--- src/rtl/encoder83_stream.sv ---
// encoder83_stream: accepts a multi-hot 8-bit request word and streams out
// the index of each set bit, one per downstream transfer, in priority order
// (highest bit first, or lowest bit first when LSB_FIRST=1).
module encoder83_stream #(
  parameter int LSB_FIRST = 0
) (
  input  logic       clk,
  input  logic       rst_n,
  input  logic       en,
  input  logic       req_valid,
  input  logic [7:0] req,
  output logic       req_ready,
  output logic [2:0] code,
  output logic       code_valid,
  input  logic       code_ready,
  output logic       last,
  output logic [3:0] count,
  output logic       drop
);

  typedef enum logic {
    IDLE = 1'b0,
    EMIT = 1'b1
  } state_t;

  state_t     state_reg, state_next;
  logic [7:0] pending_reg, pending_next;
  logic [3:0] count_reg, count_next;
  logic       drop_reg, drop_next;

  logic       accept;
  logic       transfer;
  logic       req_zero;
  logic       single_bit;
  logic [3:0] req_popcount;
  logic [2:0] code_sel;
  logic [7:0] code_mask;

  // Handshake qualifiers; both already include en through ready/valid,
  // and they can never fire together because they belong to different states.
  assign accept   = req_valid & req_ready;
  assign transfer = code_valid & code_ready;
  assign req_zero = (req == 8'h00);

  // Exactly one pending bit: nonzero and clearing the lowest set bit leaves 0.
  assign single_bit = (pending_reg != 8'h00) &&
                      ((pending_reg & (pending_reg - 8'd1)) == 8'h00);

  // Population count of the incoming word, loaded into count on accept.
  always_comb begin
    req_popcount = 4'd0;
    for (int i = 0; i < 8; i++) begin
      req_popcount = req_popcount + 4'(req[i]);
    end
  end

  // Priority select over pending; the later loop iteration wins, so the
  // scan direction decides which end of the word has priority.
  always_comb begin
    code_sel = 3'd0;
    if (LSB_FIRST != 0) begin
      for (int i = 7; i >= 0; i--) begin
        if (pending_reg[i]) code_sel = 3'(i);
      end
    end else begin
      for (int i = 0; i < 8; i++) begin
        if (pending_reg[i]) code_sel = 3'(i);
      end
    end
  end

  // One-hot mask of the line being handed out, used to retire it on transfer.
  generate
    for (genvar gi = 0; gi < 8; gi++) begin : g_code_mask
      assign code_mask[gi] = (code_sel == 3'(gi));
    end
  endgenerate

  // FSM state register.
  always_ff @(posedge clk or negedge rst_n) begin
    if (!rst_n) begin
      state_reg <= IDLE;
    end else begin
      state_reg <= state_next;
    end
  end

  // FSM next-state logic: a nonzero accepted word starts emission, the
  // transfer of the final pending line returns to IDLE.
  always_comb begin
    state_next = state_reg;
    case (state_reg)
      IDLE: if (accept && !req_zero) state_next = EMIT;
      EMIT: if (transfer && last)    state_next = IDLE;
      default: state_next = IDLE;
    endcase
  end

  // FSM outputs: handshake flags and the registered drop pulse gated by en.
  always_comb begin
    req_ready  = en & (state_reg == IDLE);
    code_valid = en & (state_reg == EMIT);
    last       = code_valid & single_bit;
    drop       = drop_reg & en;
  end

  // Datapath next values: capture on accept, retire one line on transfer,
  // otherwise hold. drop only ever lasts the cycle after a zero accept.
  always_comb begin
    pending_next = pending_reg;
    count_next   = count_reg;
    drop_next    = 1'b0;
    if (accept) begin
      pending_next = req;
      count_next   = req_popcount;
      drop_next    = req_zero;
    end else if (transfer) begin
      pending_next = pending_reg & ~code_mask;
    end
  end

  // Datapath registers; reset discards any remaining pending lines.
  always_ff @(posedge clk or negedge rst_n) begin
    if (!rst_n) begin
      pending_reg <= 8'h00;
      count_reg   <= 4'd0;
      drop_reg    <= 1'b0;
    end else begin
      pending_reg <= pending_next;
      count_reg   <= count_next;
      drop_reg    <= drop_next;
    end
  end

  assign code  = code_sel;
  assign count = count_reg;

endmodule
--- config.mk ---
export PLATFORM = sky130hd
export DESIGN_NAME = encoder83_stream
export DESIGN_NICKNAME = d
export VERILOG_FILES = /design/src/rtl/encoder83_stream.sv
export SDC_FILE = /design/constraint.sdc
export NUM_CORES = 1
export LEC_CHECK = 0
export ABC_AREA = 0
export CAP_MARGIN = 20
export CORE_ASPECT_RATIO = 0.9
export CORE_UTILIZATION = 29
export CTS_CLUSTER_DIAMETER = 120
export CTS_CLUSTER_SIZE = 8
export DETAILED_ROUTE_END_ITERATION = 10
export HOLD_SLACK_MARGIN = 0.06
export PLACE_DENSITY = 0.63
export SLEW_MARGIN = 20
export SYNTH_ARGS = -nofsm -noshare
export SYNTH_HDL_FRONTEND = slang
export SYNTH_SLANG_ARGS = --single-unit
--- constraint.sdc ---
create_clock -name clk -period 1.5 [get_ports clk]
set_clock_uncertainty 0.05 [all_clocks]
set_input_delay 0.15 -clock clk [delete_from_list [all_inputs] [get_ports clk]]
set_output_delay 0.15 -clock clk [all_outputs]
set_load 0.02 [all_outputs]
Word level (Yosys, flattened, before mapping)
Index checks and enable logic that the tools add are counted.
{ "word_totals": {"wordCells": 51, "input_bits": 13, "regBits": 14, "out_inout_bits": 11} }
{ "op_classes": {"eq_ne": 7, "reduce_logical": 9, "n_mux": 13, "add_sub_neg": 8, "bitwise_logic": 10} }
{ "ops": {"columns": ["cell", "n"], "rows": [
  ["$mux W3", 6],
  ["$add A4 B1 Y4", 4],
  ["$and A8 B8 Y8", 2],
  ["$logic_not A8 Y1", 2],
  ["$mux W8", 2],
  ["$eq A3 B3 Y1 const B", 4],
  ["$not A8 Y8", 1],
  ["$reduce_bool A8 Y1", 1],
  ["$sub A8 B1 Y8 const B", 1],
  ["$and A1 B1 Y1", 6],
  ["$eq A3 B2 Y1 const B", 2],
  ["$add A3 B1 Y4", 1],
  ["$mux W1", 4],
  ["$add A2 B1 Y3", 1],
  ["$eq A3 B1 Y1 const B", 1],
  ["$logic_and A1 B1 Y1", 3],
  ["$logic_not A3 Y1", 1],
  ["$add A1 B1 Y2", 1],
  ["$pmux W1 S2", 1],
  ["$reduce_bool A2 Y1", 1],
  ["$logic_not A1 Y1", 1],
  ["$not A1 Y1", 1]
]} }

Longest topological paths before layout
{ "depth": {"depth_word": 12, "ltp_mapped": 10, "ltp_nobuf": 10} }

Least setup slack after synthesis
Ideal clock, no wire load.
{ "synth_timing": {"kind": "in2reg", "startpoint": "input port req[0]", "endpoint": "register count_reg[2], in the netlist count[2]", "slack_ns": -1.095, "cell_stages": 10, "setup_time_ns": 0.083, "path_buffers": 0, "t_required_ns": 1.367, "arrival_time_ns": 2.462, "path_cell_list": "fa_1 > inv_1 > fa_1 > fa_1 > inv_1 > ha_1 > inv_1 > fa_1 > xor2_1 > o21ai_0"} }
{ "synth_via": {"elab_chain_cells": 7} }
{ "synth_rtl": {"columns": ["element", "line", "source"], "rows": [
  ["start, declared", "11", "input logic [7:0] req,"],
  ["$add A1 B1 Y2", "53", "req_popcount = req_popcount + 4'(req[i]);"],
  ["$add A2 B1 Y3", "53", null],
  ["$add A3 B1 Y4", "53", null],
  ["$add A4 B1 Y4 (4 in series)", "53", null],
  ["end signal, assigned", "130", "count_reg <= count_next;"],
  ["end, declared", "28", "logic [3:0] count_reg, count_next;"]
]} }
No other way between the ends.
A chain may end at the register's enable or synchronous reset.

Worst setup path in the final report
{ "layout_timing": {"startpoint": "input port req[3]", "endpoint": "register count_reg[1], in the netlist count[1]"} }
{ "layout_via": {"elab_chain_cells": 5} }
{ "layout_rtl": {"columns": ["element", "line"], "rows": [
  ["$add A3 B1 Y4", "53"],
  ["$add A4 B1 Y4 (4 in series)", "53"]
]} }
No other way between the ends.

==> results.cfg <==
[clock_network]
cts_tree = done
cts.sinks = 14
h-tree-depth = 1
ctsHoldBuffers = 0
cts.clk_slew.worst_paths_ns = 0.09
cts-root-buf = clkbuf_4
cts.path.max_buffers = 2
numCtsBuffers = 3
clk_latency_ns = 0.28

[grt]
gr-usage-all-layers_pct = 17.97
antenna_found_initial = 0
grt_max_degree = 16
grt_pass1_vias = 1042
globalRouteOverflowTotal = 0
grt_pass1_wl_microns = 4533

[sta]
final.min_clock_period_ns = 2.405
fmax_ghz = 0.4158
maxSlewHeadroom_pct = 83.16
maxSlewViolCount = 0
hold_viol_final = 0
fin_crit_sh_pct = 160.3
max_slew.worst_pin.slew_ns = 0.2507
hold_slack_ns = 0.09895
report.final.setup_viol = 13
rsz0062_at_grt = true
setup_slack_ns = -0.9051

[setup_path]
crit_path_max_fanout = 2
crit_path_end_kind = flip-flop
slowest_stage = fa_1
critPathKind = primary input to flip-flop
rr_endpoint = state_reg
endpoint = count[1]
worstReg2RegStart = pending_reg[4]
slowest_delay_ns = 0.54
crit_chain = buf_8 > fa_1 > inv_2 > fa_1 > fa_1 > inv_2 > ha_4 > inv_2 > fa_2 > o21ai_2
worstPathArrival_ns = 2.54
reg2regPathDepth = 5
regToRegSetupSlack_ns = -0.11
start_kind = primary input
required_ns = 1.63
cp-startpoint = req[3]

[finish]
final_common_cell = buf_4
regArea_sq_um = 350.3
area_growth_pct = 82.88
multi_input_area_sq_um = 631.9
fill_cells = 269
drive_gt1_share_pct = 45.40
final_cell_mix = 33 x buf_4, 14 x dfrtp_1, 11 x nand2_1
diodes = 0
nets = 196
largest_reg_flops = 8

[synthesis]
yosysSeqAreaShare_pct = 38.36
synth_area_leader_cell = dfrtp_1
synth_xor_area_share_pct = 0.9589
synth_cells = 109
synth_compound_area_share_pct = 18.08
synth.distinct_cells = 28
synth_top_family_by_area = simple AND/OR/NAND/NOR gates
yosysWarnings = 0
syn_nets = 130
synth_top_area_share_pct = 38.36
synth_mux_area_share_pct = 0
synth-simple-area-share_pct = 20.55
synthAdderAreaFrac_pct = 15.34
syn_avg_cell_area_sq_um = 8.380
synth.area.top_cells = dfrtp_1 38%, fa_1 8.8%, o21ai_0 7.7%, inv_1 5.8%, nand2_1 5.8%
syn-cell-area_sq_um = 913.4
ys_ff_latch = 14

[place]
gp_congestion = 0.8488
portBuffers = 23
dpl.hpwl_microns = 1898

[pwr]
total_power_uw = 3387
power.density_nw_per_um2 = 2028
vdd_ir_drop_max_mv = 0.8620
leakagePower_uw = 0.0008421

[die]
rows = 18
initial_utilization_pct = 31.93
die_x_microns = 61.16
dieHeight_microns = 55.24
core_area_sq_um = 2860
io_pins = 24
die_area_sq_um = 3378

[min_path]
hold_class = primary input to flip-flop

[job]
drv_cap = 0

[detailed_routing]
ant_nets = 0
wl_microns = 2812
drc = 0
via_per_inst = 4.715
avgRoutedWirePerCell_microns = 13.14
vias = 1009
drt_first_iter_violations = 26
dr.pass1.iters = 4

[status]
status = finished with violations
violations = negative setup slack
## worst min path at each step
stage	start	end	slack [ns]	depth (start not counted)
2_1_floorplan	rst_n	count[0]	-0.20	0
3_3_place_gp	count[0]	count[0]	0.41	2
3_5_place_dp	count[0]	count[0]	0.41	2
4_1_cts	req[1]	pending_reg[1]	0.09	3
5_1_grt	req[0]	pending_reg[0]	0.1	3
6_report	req[1]	pending_reg[1]	0.1	3
## power breakdown
part	total [uW]	switching [uW]	internal (uW)	leakage, uW
sequential	699	165	534	0.000179
combinational	2410	1150	1250	0.000642
clock	282	134	148	0.0000210
total	3390	1450	1930	0.000842
## cell type report
cell class / instances / area share (%)
timing repair buffer: 63 / 32.88
clock buffer: 4 / 2.172
tap: 40 / 2.996
inverter: 14 / 3.146
multi-input combinational: 79 / 37.83
sequential: 14 / 20.97
## cells by family (layout without fill, tap and decap cells)
family,Yosys count,after routing
simple gates,41,41
compound gates,28,28
buf+inv,16,81
flops,14,14
fa+ha+maj,9,9
xor+xnor,1,1
## synthesized netlist by cell type
cell type	number
o211ai_1	2
o21ai_0	14
nor2b_1	1
a22o_1	1
ha_1	4
o21a_1	1
dfrtp_1	14
buf_2	1
nor2_1	10
nand2b_1	1
nor3_1	2
a31oi_1	1
fa_1	4
nand2_1	14
or2_2	1
o21ba_1	1
o311ai_0	2
a21oi_1	5
xor2_1	1
clkbuf_1	1
nand3_1	5
and3_1	1
inv_1	14
nand4_1	2
o21ai_1	1
maj3_1	1
or3_1	1
and2_1	3
## per-layer routing
metal	wire [microns]	vias to the layer above	GRT usage, %
met2	1428	32	31.06
met1	1214	474	22.46
li1	-	499	-
met4	25	0	1.299
met3	144	4	5.621
met5	0	-	0
## through the flow
stage / setup WS [ns] / setup TNS (ns) / area [sq um] / utilization (%) / instances
2_1_floorplan: -1.067 / -3.605 / 930.9 / - / 109
3_3_place_gp: -1.552 / -7.936 / 1420 / 49.65 / 199
3_5_place_dp: -1.602 / -8.461 / 1420 / 49.65 / 199
4_1_cts: -0.9511 / -3.821 / 1550 / 54.20 / 209
5_1_grt: -0.9928 / -4.773 / 1670 / 58.40 / 214
6_report: -0.9051 / -3.999 / 1670 / 58.40 / 214
## timing repair
item / 4_1_cts / 5_1_grt
hold endpoints to repair: 0 / 0
setup endpoints to repair: 15 / 18
pin swaps: 8 / 10
resized for setup: 63 / 27
setup buffers: 7 / 5
## critical path, delay by kind of cell
family          cells  cell delay (ns)
fa+ha+maj           5             2.09
compound gates      1             0.05
buf+inv             4             0.25
(Power assumes the default switching activity.)
